===== config.mk =====
export PLATFORM = sky130hd
export DESIGN_NAME = doodle_y_engine
export DESIGN_NICKNAME = d
export VERILOG_FILES = /design/src/rtl/doodle_pkg.sv /design/src/rtl/doodle_land_detect.sv /design/src/rtl/doodle_y_engine.sv
export SDC_FILE = /design/constraint.sdc
export NUM_CORES = 1
export LEC_CHECK = 0
export CORE_MARGIN = 2
export CORE_UTILIZATION = 33
export CTS_CLUSTER_DIAMETER = 80
export DETAILED_ROUTE_END_ITERATION = 16
export DONT_BUFFER_PORTS = 1
export PLACE_DENSITY = 0.54
export SYNTH_ARGS = -nofsm -noshare
export SYNTH_HDL_FRONTEND = slang
export SYNTH_HIERARCHICAL = 1
export SYNTH_SLANG_ARGS = --single-unit

===== constraint.sdc =====
create_clock -name clk -period 43.7 [get_ports clk]
set_clock_uncertainty 0.05 [all_clocks]
set_input_delay 10.925 -clock clk [delete_from_list [all_inputs] [get_ports clk]]
set_output_delay 10.925 -clock clk [all_outputs]
set_load 0.02 [all_outputs]

===== src/rtl/doodle_pkg.sv =====
// Shared types and constants for the doodle vertical physics engine.
// Also holds the unpacking helper for the packed per-platform coordinate buses.
package doodle_pkg;

  typedef enum logic [1:0] {
    FALL  = 2'd0,
    RIDE  = 2'd1,
    BOOST = 2'd2
  } state_t;

  localparam int COORD_W     = 10;
  localparam int DOODLE_SIZE = 20;
  localparam int PLAT_WIDTH  = 75;
  localparam int MAX_PLAT    = 16;

  // Callers zero-extend their NUM_PLAT*COORD_W bus into the MAX_PLAT-wide container.
  function automatic logic [COORD_W-1:0] plat_at(input logic [MAX_PLAT*COORD_W-1:0] vec,
                                                 input int idx);
    return vec[idx*COORD_W +: COORD_W];
  endfunction

endpackage


===== src/rtl/doodle_land_detect.sv =====
// Combinational landing search: per-platform horizontal overlap plus crossing test.
// The crossing test spans the whole d_y..d_y+vel interval, so no platform can be skipped.
module doodle_land_detect
  import doodle_pkg::*;
#(
  parameter int NUM_PLAT = 7,
  parameter int W        = COORD_W,
  parameter int SIZE     = DOODLE_SIZE,
  parameter int PLAT_W   = PLAT_WIDTH,
  parameter int IDX_W    = (NUM_PLAT > 1) ? $clog2(NUM_PLAT) : 1
) (
  input  logic [W-1:0]          d_x,
  input  logic [W-1:0]          d_y,
  input  logic [W-1:0]          vel,
  input  logic [NUM_PLAT*W-1:0] plat_vpos,
  input  logic [NUM_PLAT*W-1:0] plat_hpos,
  output logic                  hit,
  output logic [IDX_W-1:0]      hit_idx,
  output logic [W-1:0]          hit_vpos,
  output logic [NUM_PLAT-1:0]   overlap
);

  localparam logic [W:0] SIZE_X = (W+1)'(SIZE);
  localparam logic [W:0] PLAT_X = (W+1)'(PLAT_W);

  logic [MAX_PLAT*COORD_W-1:0] vpos_ext;
  logic [MAX_PLAT*COORD_W-1:0] hpos_ext;
  logic [W:0]                  cand;
  logic [W-1:0]                vp;
  logic [W-1:0]                hp;
  logic [W-1:0]                plat_top;
  logic                        crosses;

  always_comb begin
    vpos_ext                   = '0;
    hpos_ext                   = '0;
    vpos_ext[NUM_PLAT*W-1:0]   = plat_vpos;
    hpos_ext[NUM_PLAT*W-1:0]   = plat_hpos;
    cand                       = {1'b0, d_y} + {1'b0, vel};
    hit                        = 1'b0;
    hit_idx                    = '0;
    hit_vpos                   = '0;
    overlap                    = '0;
    vp                         = '0;
    hp                         = '0;
    plat_top                   = '0;
    crosses                    = 1'b0;
    for (int i = 0; i < NUM_PLAT; i++) begin
      vp         = W'(plat_at(vpos_ext, i));
      hp         = W'(plat_at(hpos_ext, i));
      // A zero vpos marks an empty slot; it never overlaps, so riding it also ends.
      overlap[i] = (({1'b0, d_x} + SIZE_X) > {1'b0, hp}) &&
                   ({1'b0, d_x} < ({1'b0, hp} + PLAT_X)) &&
                   (vp != '0);
      plat_top   = vp - 1'b1;
      crosses    = overlap[i] && (d_y <= plat_top) && (cand >= {1'b0, plat_top});
      // Strict less-than keeps the lowest index on a vpos tie.
      if (crosses && (!hit || (vp < hit_vpos))) begin
        hit      = 1'b1;
        hit_idx  = IDX_W'(i);
        hit_vpos = vp;
      end
    end
  end

endmodule


===== src/rtl/doodle_y_engine.sv =====
// Vertical physics for the doodle sprite: gravity with terminal velocity, landing,
// riding moving platforms, timed boost off power platforms, and a sticky fall-out flag.
module doodle_y_engine
  import doodle_pkg::*;
#(
  parameter int NUM_PLAT    = 7,
  parameter int W           = COORD_W,
  parameter int SIZE        = DOODLE_SIZE,
  parameter int PLAT_W      = PLAT_WIDTH,
  parameter int GRAVITY     = 1,
  parameter int MAX_FALL    = 6,
  parameter int BOOST_V     = 4,
  parameter int BOOST_TICKS = 40,
  parameter int START_Y     = 300,
  parameter int SCREEN_H    = 480
) (
  input  logic                  clk,
  input  logic                  rst,
  input  logic                  tick,
  input  logic                  terminated,
  input  logic [NUM_PLAT*W-1:0] plat_vpos,
  input  logic [NUM_PLAT*W-1:0] plat_hpos,
  input  logic [NUM_PLAT-1:0]   is_power,
  input  logic [W-1:0]          d_x,
  output logic [W-1:0]          d_y,
  output logic                  power_signal,
  output logic                  on_platform,
  output logic                  fell_out
);

  localparam int IDX_W = (NUM_PLAT > 1) ? $clog2(NUM_PLAT) : 1;
  localparam int CNT_W = $clog2(BOOST_TICKS + 1);

  localparam logic [W-1:0]     START_Y_W  = W'(START_Y);
  localparam logic [W:0]       GRAVITY_X  = (W+1)'(GRAVITY);
  localparam logic [W:0]       MAX_FALL_X = (W+1)'(MAX_FALL);
  localparam logic [W-1:0]     BOOST_V_W  = W'(BOOST_V);
  localparam logic [W:0]       SCREEN_H_X = (W+1)'(SCREEN_H);
  localparam logic [CNT_W-1:0] BOOST_INIT = CNT_W'(BOOST_TICKS);
  localparam logic [CNT_W-1:0] BOOST_LAST = CNT_W'(1);

  state_t           state;
  logic [W-1:0]     vel;
  logic [CNT_W-1:0] boost_cnt;
  logic [IDX_W-1:0] ride_idx;

  logic                  hit;
  logic [IDX_W-1:0]      hit_idx;
  logic [W-1:0]          hit_vpos;
  logic [NUM_PLAT-1:0]   overlap;

  logic                        adv;
  logic [W:0]                  cand;
  logic [W:0]                  vel_inc;
  logic [W-1:0]                vel_next;
  logic [W-1:0]                boost_y;
  logic [MAX_PLAT*COORD_W-1:0] vpos_ext;
  logic [W-1:0]                ride_vpos;

  doodle_land_detect #(
    .NUM_PLAT (NUM_PLAT),
    .W        (W),
    .SIZE     (SIZE),
    .PLAT_W   (PLAT_W),
    .IDX_W    (IDX_W)
  ) u_land (
    .d_x       (d_x),
    .d_y       (d_y),
    .vel       (vel),
    .plat_vpos (plat_vpos),
    .plat_hpos (plat_hpos),
    .hit       (hit),
    .hit_idx   (hit_idx),
    .hit_vpos  (hit_vpos),
    .overlap   (overlap)
  );

  always_comb begin
    adv                      = tick && !terminated && !fell_out;
    cand                     = {1'b0, d_y} + {1'b0, vel};
    vel_inc                  = {1'b0, vel} + GRAVITY_X;
    vel_next                 = (vel_inc > MAX_FALL_X) ? MAX_FALL_X[W-1:0] : vel_inc[W-1:0];
    boost_y                  = (d_y >= BOOST_V_W) ? (d_y - BOOST_V_W) : '0;
    vpos_ext                 = '0;
    vpos_ext[NUM_PLAT*W-1:0] = plat_vpos;
    ride_vpos                = W'(plat_at(vpos_ext, int'(ride_idx)));
  end

  always_ff @(posedge clk or negedge rst) begin
    if (!rst) begin
      state        <= FALL;
      d_y          <= START_Y_W;
      vel          <= '0;
      boost_cnt    <= '0;
      ride_idx     <= '0;
      power_signal <= 1'b0;
      on_platform  <= 1'b0;
      fell_out     <= 1'b0;
    end else begin
      power_signal <= 1'b0;
      if (adv) begin
        case (state)
          FALL: begin
            if (hit) begin
              d_y      <= hit_vpos - 1'b1;
              vel      <= '0;
              ride_idx <= hit_idx;
              if (is_power[hit_idx]) begin
                state        <= BOOST;
                boost_cnt    <= BOOST_INIT;
                power_signal <= 1'b1;
                on_platform  <= 1'b0;
              end else begin
                state       <= RIDE;
                on_platform <= 1'b1;
              end
            end else begin
              d_y <= cand[W-1:0];
              vel <= vel_next;
              // A landing always snaps d_y above the floor, so only free fall can exit.
              if (cand >= SCREEN_H_X) fell_out <= 1'b1;
            end
          end
          RIDE: begin
            if (overlap[ride_idx]) begin
              d_y <= ride_vpos - 1'b1;
            end else begin
              state       <= FALL;
              vel         <= '0;
              on_platform <= 1'b0;
            end
          end
          BOOST: begin
            d_y <= boost_y;
            if (boost_cnt <= BOOST_LAST) begin
              state     <= FALL;
              vel       <= '0;
              boost_cnt <= '0;
            end else begin
              boost_cnt <= boost_cnt - 1'b1;
            end
          end
          default: begin
            state       <= FALL;
            vel         <= '0;
            on_platform <= 1'b0;
          end
        endcase
      end
    end
  end

endmodule


Word level (Yosys, flattened, before mapping)
Index checks and enable logic that the tools add are counted.
{ "op_classes": {"eq_ne": 7, "addsub": 21, "reduce_logical": 67, "mul": 1, "order_cmp": 40, "muxes": 50, "bitwise": 2, "shift": 1} }
{ "op_table": {"columns": ["op", "n"], "rows": [
  ["$shiftx 160x8->10", 1],
  ["$mux 10", 14],
  ["$sub 10x1->10 const B", 9],
  ["$add 10x7->11 const B", 7],
  ["$ge 11x10->1", 7],
  ["$gt 11x10->1", 7],
  ["$lt 10x11->1", 7],
  ["$le 10x10->1", 7],
  ["$reduce_bool 10->1", 7],
  ["$lt 10x10->1", 6],
  ["$pmux 10 s3", 2],
  ["$logic_and 1x1->1", 36],
  ["$mux 6", 3],
  ["$mux 1", 17],
  ["$reduce_and 4->1", 4],
  ["$mux 2", 6],
  ["$pmux 6 s2", 1],
  ["$add 10x1->11 const B", 1],
  ["$add 10x10->11", 1],
  ["$add 10x5->11 const B", 1],
  ["$ge 11x9->1 const B", 1],
  ["$gt 11x3->1 const B", 1],
  ["$ge 10x3->1 const B", 1],
  ["$ne 2x2->1 const B", 5],
  ["other kinds (18)", 37]
]} }
{ "totals": {"word_cells": 197, "output_inout_bits": 13, "input_bits": 161, "register_bits": 34} }

Longest topological paths before layout
{ "logic_depth": {"word_depth": 37, "depth_mapped": 98, "mapped_depth_nobuf": 94} }

Cells and area by module
The synthesis kept the hierarchy.
{ "by_module_without_submodules": {"columns": ["module", "n_inst", "cells_per_inst", "seq_area_each_um2", "area_per_inst_um2"], "rows": [
  ["doodle_land_detect", 1, 1443, 0.0, 11268.3],
  ["doodle_y_engine", 1, 416, 855.8, 3575.9]
]} }

Worst setup path after synthesis
Ideal clock, no wire load.
{ "synth_timing": {"path_type": "input to register", "start": "in plat_vpos[1]", "end": "reg d_y[9]", "n_path_buf": 5, "setup_slack_ns": 16.883, "cell_stages": 90, "required_time_ns": 43.572, "arrival_ns": 26.690, "setup_ns": 0.078, "cell_sequence": "nor3_1 -> nand2b_1 -> or3_1 -> nor4_1 -> xnor2_1 -> ha_1 -> and3_1 -> nand4_1 -> o221ai_1 -> o22ai_1 -> o211a_1 -> buf_2 -> nand2_1 -> ha_1 -> a211oi_1 -> nor2_1 -> o21ai_0 -> a21oi_1 -> [54 not listed] -> nand2b_1 -> a21oi_1 -> nor2b_1 -> o21ai_0 -> nand2b_1 -> a21oi_1 -> o31ai_1 -> a211oi_1 -> a41oi_2 -> buf_6 -> mux2_4 -> or4_1 -> nor3b_1 -> xor2_1 -> a21oi_1 -> o2111ai_1 -> o21ai_0 -> a21oi_1"} }
{ "synth_between": {"elab_chain_cells": 32, "elab_cells_between_ends": 55, "cone_classes": "add/sub (3); order compare (8); eq/ne (1); shift (1); mux (19); reduce/logical (23)"} }
{ "synth_rtl": {"columns": ["item", "line_no", "text"], "rows": [
  ["start: declaration", "doodle_y_engine.sv:21", "input logic [NUM_PLAT*W-1:0] plat_vpos,"],
  ["$sub 10x1->10 / $reduce_bool 10->1 (equally long branches)", "doodle_land_detect.sv:55, doodle_land_detect.sv:54", null],
  ["$le 10x10->1 / $logic_and 1x1->1 (equally long branches)", "doodle_land_detect.sv:56, doodle_land_detect.sv:53", null],
  ["$logic_and 1x1->1 (2 in a row)", "doodle_land_detect.sv:56", "crosses = overlap[i] && (d_y <= plat_top) && (cand >= {1'b0, plat_top});"],
  ["$mux 10 / $mux 1 (equally long branches)", "doodle_land_detect.sv:58", "if (crosses && (!hit || (vp < hit_vpos))) begin"],
  ["$lt 10x10->1 / $logic_not 1->1 (equally long branches)", "doodle_land_detect.sv:58", null],
  ["$logic_or 1x1->1", "doodle_land_detect.sv:58", null],
  ["$logic_and 1x1->1", "doodle_land_detect.sv:58", null],
  ["$mux 10 / $mux 1 (equally long branches)", "doodle_land_detect.sv:58", null],
  ["[16 not listed]", null, null],
  ["$lt 10x10->1 / $logic_not 1->1 (equally long branches)", "doodle_land_detect.sv:58", null],
  ["$logic_or 1x1->1", "doodle_land_detect.sv:58", null],
  ["$logic_and 1x1->1", "doodle_land_detect.sv:58", null],
  ["$mux 10 (*)", "doodle_land_detect.sv:58", null],
  ["via hit_vpos[3]", "doodle_y_engine.sv:49", "logic [W-1:0] hit_vpos;"],
  ["$sub 10x1->10 (*)", "doodle_y_engine.sv:105", "d_y <= hit_vpos - 1'b1;"],
  ["$mux 10 (*)", "doodle_y_engine.sv:104", "if (hit) begin"],
  ["$pmux 10 s3 (*)", "doodle_y_engine.sv:102", "case (state)"],
  ["end signal: assignment", "doodle_y_engine.sv:105", null],
  ["end signal: assignment", "doodle_y_engine.sv:118", "d_y <= cand[W-1:0];"],
  ["end signal: assignment", "doodle_y_engine.sv:126", "d_y <= ride_vpos - 1'b1;"],
  ["end: declaration", "doodle_y_engine.sv:25", "output logic [W-1:0] d_y,"]
]} }
Mark *: on every way through the listed nets, which the timed path passes. The rest lies on a longest branch. The select of a mux whose other input is x is not followed.
A chain may end at the register's enable or synchronous reset.

Final worst setup path
{ "layout_timing": {"start": "in d_x[2]", "end": "reg d_y[9]"} }
{ "layout_between": {"elab_chain_cells": 34, "elab_cells_between_ends": 88, "cone_classes": "add/sub (2); order compare (20); eq/ne (1); mux (18); reduce/logical (47)"} }
{ "layout_rtl": {"columns": ["item", "line_no", "text"], "rows": [
  ["start: declaration", "doodle_y_engine.sv:24", "input logic [W-1:0] d_x,"],
  ["$add 10x5->11", "doodle_land_detect.sv:52", "overlap[i] = (({1'b0, d_x} + SIZE_X) > {1'b0, hp}) &&"],
  ["$gt 11x10->1", "doodle_land_detect.sv:52", null],
  ["$logic_and 1x1->1 (*)", "doodle_land_detect.sv:52", null],
  ["$logic_and 1x1->1 (*)", "doodle_land_detect.sv:53", "({1'b0, d_x} < ({1'b0, hp} + PLAT_X)) &&"],
  ["via overlap[0]", "doodle_y_engine.sv:50", "logic [NUM_PLAT-1:0] overlap;"],
  ["$logic_and 1x1->1 (*) (2 in a row)", "doodle_land_detect.sv:56", null],
  ["$mux 10 / $mux 1 (equally long branches)", "doodle_land_detect.sv:58", null],
  ["$lt 10x10->1 / $logic_not 1->1 (equally long branches)", "doodle_land_detect.sv:58", null],
  ["[19 not listed]", null, null],
  ["$lt 10x10->1 / $logic_not 1->1 (equally long branches)", "doodle_land_detect.sv:58", null],
  ["$logic_or 1x1->1", "doodle_land_detect.sv:58", null],
  ["$logic_and 1x1->1", "doodle_land_detect.sv:58", null],
  ["$mux 10 (*)", "doodle_land_detect.sv:58", null],
  ["via hit_vpos[3]", "doodle_y_engine.sv:49", null],
  ["$sub 10x1->10 (*)", "doodle_y_engine.sv:105", null],
  ["$mux 10 (*)", "doodle_y_engine.sv:104", null],
  ["$pmux 10 s3 (*)", "doodle_y_engine.sv:102", null]
]} }
Marked as above.

==> impl_metrics.env <==
export IMPL_regToRegSetupSlack_ps=23190
export IMPL_fp_dieW_um=216
export IMPL_die_y_um=216
export IMPL_die_area_sq_um=46700
export IMPL_critPathTopFamily="compound AO/OA/AOI/OAI gates"
export IMPL_final_nets=2400
export IMPL_clock_latency_ps=280
export IMPL_place_gp_congestion=0.931
export IMPL_finalPower_mw=0.737
export IMPL_rows=77
export IMPL_antenna_found_initial=2
export IMPL_cts_made_buffers=5
export IMPL_ys_async_sr_fraction_pct=100
export IMPL_post_cts_buffers=0
export IMPL_areaGrowthSynthToFinish_pct=6.02
export IMPL_drtAntennaViolNets=0
export IMPL_netlist_area_leader_share_pct=31.5
export IMPL_cts_max_level=2
export IMPL_layout_common_cells="374 x ha_1, 180 x inv_1, 117 x xnor2_1, 107 x nor2_1, 106 x o21ai_0"
export IMPL_slowest_stage="xnor2_1"
export IMPL_grt_usage_pct=23.2
export IMPL_rsz0062_at_grt="no"
export IMPL_hold_path_class="flip-flop to flip-flop"
export IMPL_path_max_fanout=13
export IMPL_ys_flop_type="dfrtp_1"
export IMPL_finalSetupTns_ps=0
export IMPL_port_buffer_count=0
export IMPL_finalCritPeriodShare_pct=68.5
export IMPL_start_kind="input port"
export IMPL_fmax_mhz=33.4
export IMPL_cap_violations=0
export IMPL_wl_per_cell_um=22.5
export IMPL_grt_max_degree=39
export IMPL_synth_area_top_cells="ha_1 32%, xnor2_1 6.9%, dfrtp_1 5.1%"
export IMPL_cts_resized_gates=0
export IMPL_critPathRequiredTime_ps=43850
export IMPL_drc_errors=0
export IMPL_cts_hold_buffers=0
export IMPL_vdd_ir_drop_max_mv=0.0245
export IMPL_crit_start="d_x[2]"
export IMPL_grt_pass1_wl_um=83900
export IMPL_grt_pass1_vias=14291
export IMPL_layout_commonest_cell="ha_1"
export IMPL_outcome="completed"
export IMPL_synth_seq_cells=34
export IMPL_syn_inst=1859
export IMPL_min_delay_start="boost_cnt[1]"
export IMPL_synth_edf_count=0
export IMPL_rr_worst_depth=90
export IMPL_cts_tree="built"
export IMPL_hpwl_um=45800
export IMPL_setup_viol=0
export IMPL_initial_utilization_pct=33.5
export IMPL_core_sq_um=44300
export IMPL_min_to="boost_cnt[1]"
export IMPL_via_count=14244
export IMPL_clk_pin_slew_ps=60
export IMPL_hold_viol=0
export IMPL_syn_area_sq_um=14800
export IMPL_whs_ps=471
export IMPL_vias_per_cell=5.80
export IMPL_cp_slowest_stage_delay_ps=890
export IMPL_hold_depth=2
export IMPL_drt_pass1_iter_count=5
export IMPL_drt_initial_drc_count=1144
export IMPL_r2r_end="d_y[9]"
export IMPL_crit_path_end_kind="flip-flop"
export IMPL_seq_area_frac_synth_pct=5.77
export IMPL_finalCriticalPeriod_ps=29940
export IMPL_relSlewSlack_pct=23.5
export IMPL_postRouteWirelength_um=55300
export IMPL_maxSlewViolCount=0
export IMPL_tightest_slew_ps=1140
export IMPL_path_class="input port to flip-flop"
export IMPL_synthDistinctLibCells=99
export IMPL_clock_sinks=34
export IMPL_cp_arrival_ps=30090
export IMPL_root_buffer="clkbuf_16"
export IMPL_clock_path_buffers=2
export IMPL_ys_warn_count=6
export IMPL_crit_buf_inv=2
export IMPL_drive_gt1_share_pct=5.53
export IMPL_r2r_start="d_y[2]"
export IMPL_leakage_nw=7.13
export IMPL_synth_area_leader_cell="ha_1"
export IMPL_path_common_cell="a21o_1"
export IMPL_synth_nets=2396
export IMPL_io_pins=174
export IMPL_postSynthAreaPerCell_sq_um=7.99
export IMPL_cellPowerDensity_nw_per_um2=46.8
export IMPL_gr_total_overflow=0
[kinds of logic (layout without fill, tap and decap cells)]
family          Yosys count  in the layout  synth area share, %
simple gates            510            510                 17.8
mux                      98             98                 7.54
fa+ha+maj               377            377                 31.9
flops                    34             34                 5.77
xor+xnor                140            140                 8.26
other cells               0              1                    0
compound gates          496            496                 23.0
buf+inv                 204            209                 5.78
[power by group]
| group | switching (mW) | internal [mW] | total [mW] |
|---|---|---|---|
| logic | 0.371 | 0.248 | 0.618 |
| registers | 0.0324 | 0.0431 | 0.0755 |
| clock network | 0.0144 | 0.0285 | 0.0429 |
[sequential cells by signal (all words and copies together) (netlist names)]
| signal | count |
|---|---|
| d_y | 10 |
| power_signal | 1 |
| state | 2 |
| on_platform | 1 |
| boost_cnt | 6 |
| fell_out | 1 |
| vel | 10 |
| ride_idx | 3 |
[cell type report]
class	count	area (sq um)
clock buffer	7	143
multi-input combinational	1621	13100
antenna	1	2.50
inverter	181	679
clock inverter	1	30.0
timing repair buffer	20	150
sequential	34	857
tap	592	741
fill	4662	28600
[metrics by stage]
| step | utilization [%] | setup slack (ps) | cell area, sq um | instances |
|---|---|---|---|---|
| global placement | 35.1 | 14130 | 15600 | 2448 |
| floorplan | - | 16880 | 14800 | 1859 |
| global route | 35.5 | 12390 | 15700 | 2457 |
| finish | 35.5 | 13760 | 15700 | 2457 |
| detailed placement | 35.1 | 13770 | 15600 | 2448 |
| CTS | 35.5 | 14030 | 15700 | 2456 |
[layer usage]
layer	track usage, %	routed length (um)
met5	0	12
met4	9.22	2390
met3	4.80	4030
met2	37.4	24000
met1	30.3	24900
[worst max path at each step]
stage,to,cells after the start,slack [ps]
global route,boost_cnt[2],84,12390
finish,d_y[9],86,13760
detailed placement,boost_cnt[2],86,13770
floorplan,d_y[9],90,16880
CTS,boost_cnt[2],86,14030
global placement,d_y[9],86,14130
[worst min-delay path: cells and delay by family (launching register included)]
family / cells / cell delay (ps)
flops: 1 / 360
compound gates: 1 / 70
simple gates: 1 / 50
[Yosys cell counts (all sizes together) (5+ instances only)]
library cell	count
a211oi	23
o211ai	26
nand2	103
nand3b	11
nand3	47
or3	17
nand4	44
o221ai	8
mux2i	57
a21oi	104
o21a	32
a211o	5
ha	374
o31ai	14
mux2	36
xor2	23
clkbuf	6
o22ai	7
nor4	18
a31oi	18
dfrtp	30
or2	8
o2111ai	10
a21o	60
a22oi	10
nand2b	30
buf	17
o21bai	7
a2111oi	14
nor3	39
and3	9
mux4	5
inv	180
or4	7
and2	11
xnor2	117
o21ai	113
nor2b	40
nor2	108
(Power assumes the default switching activity.)
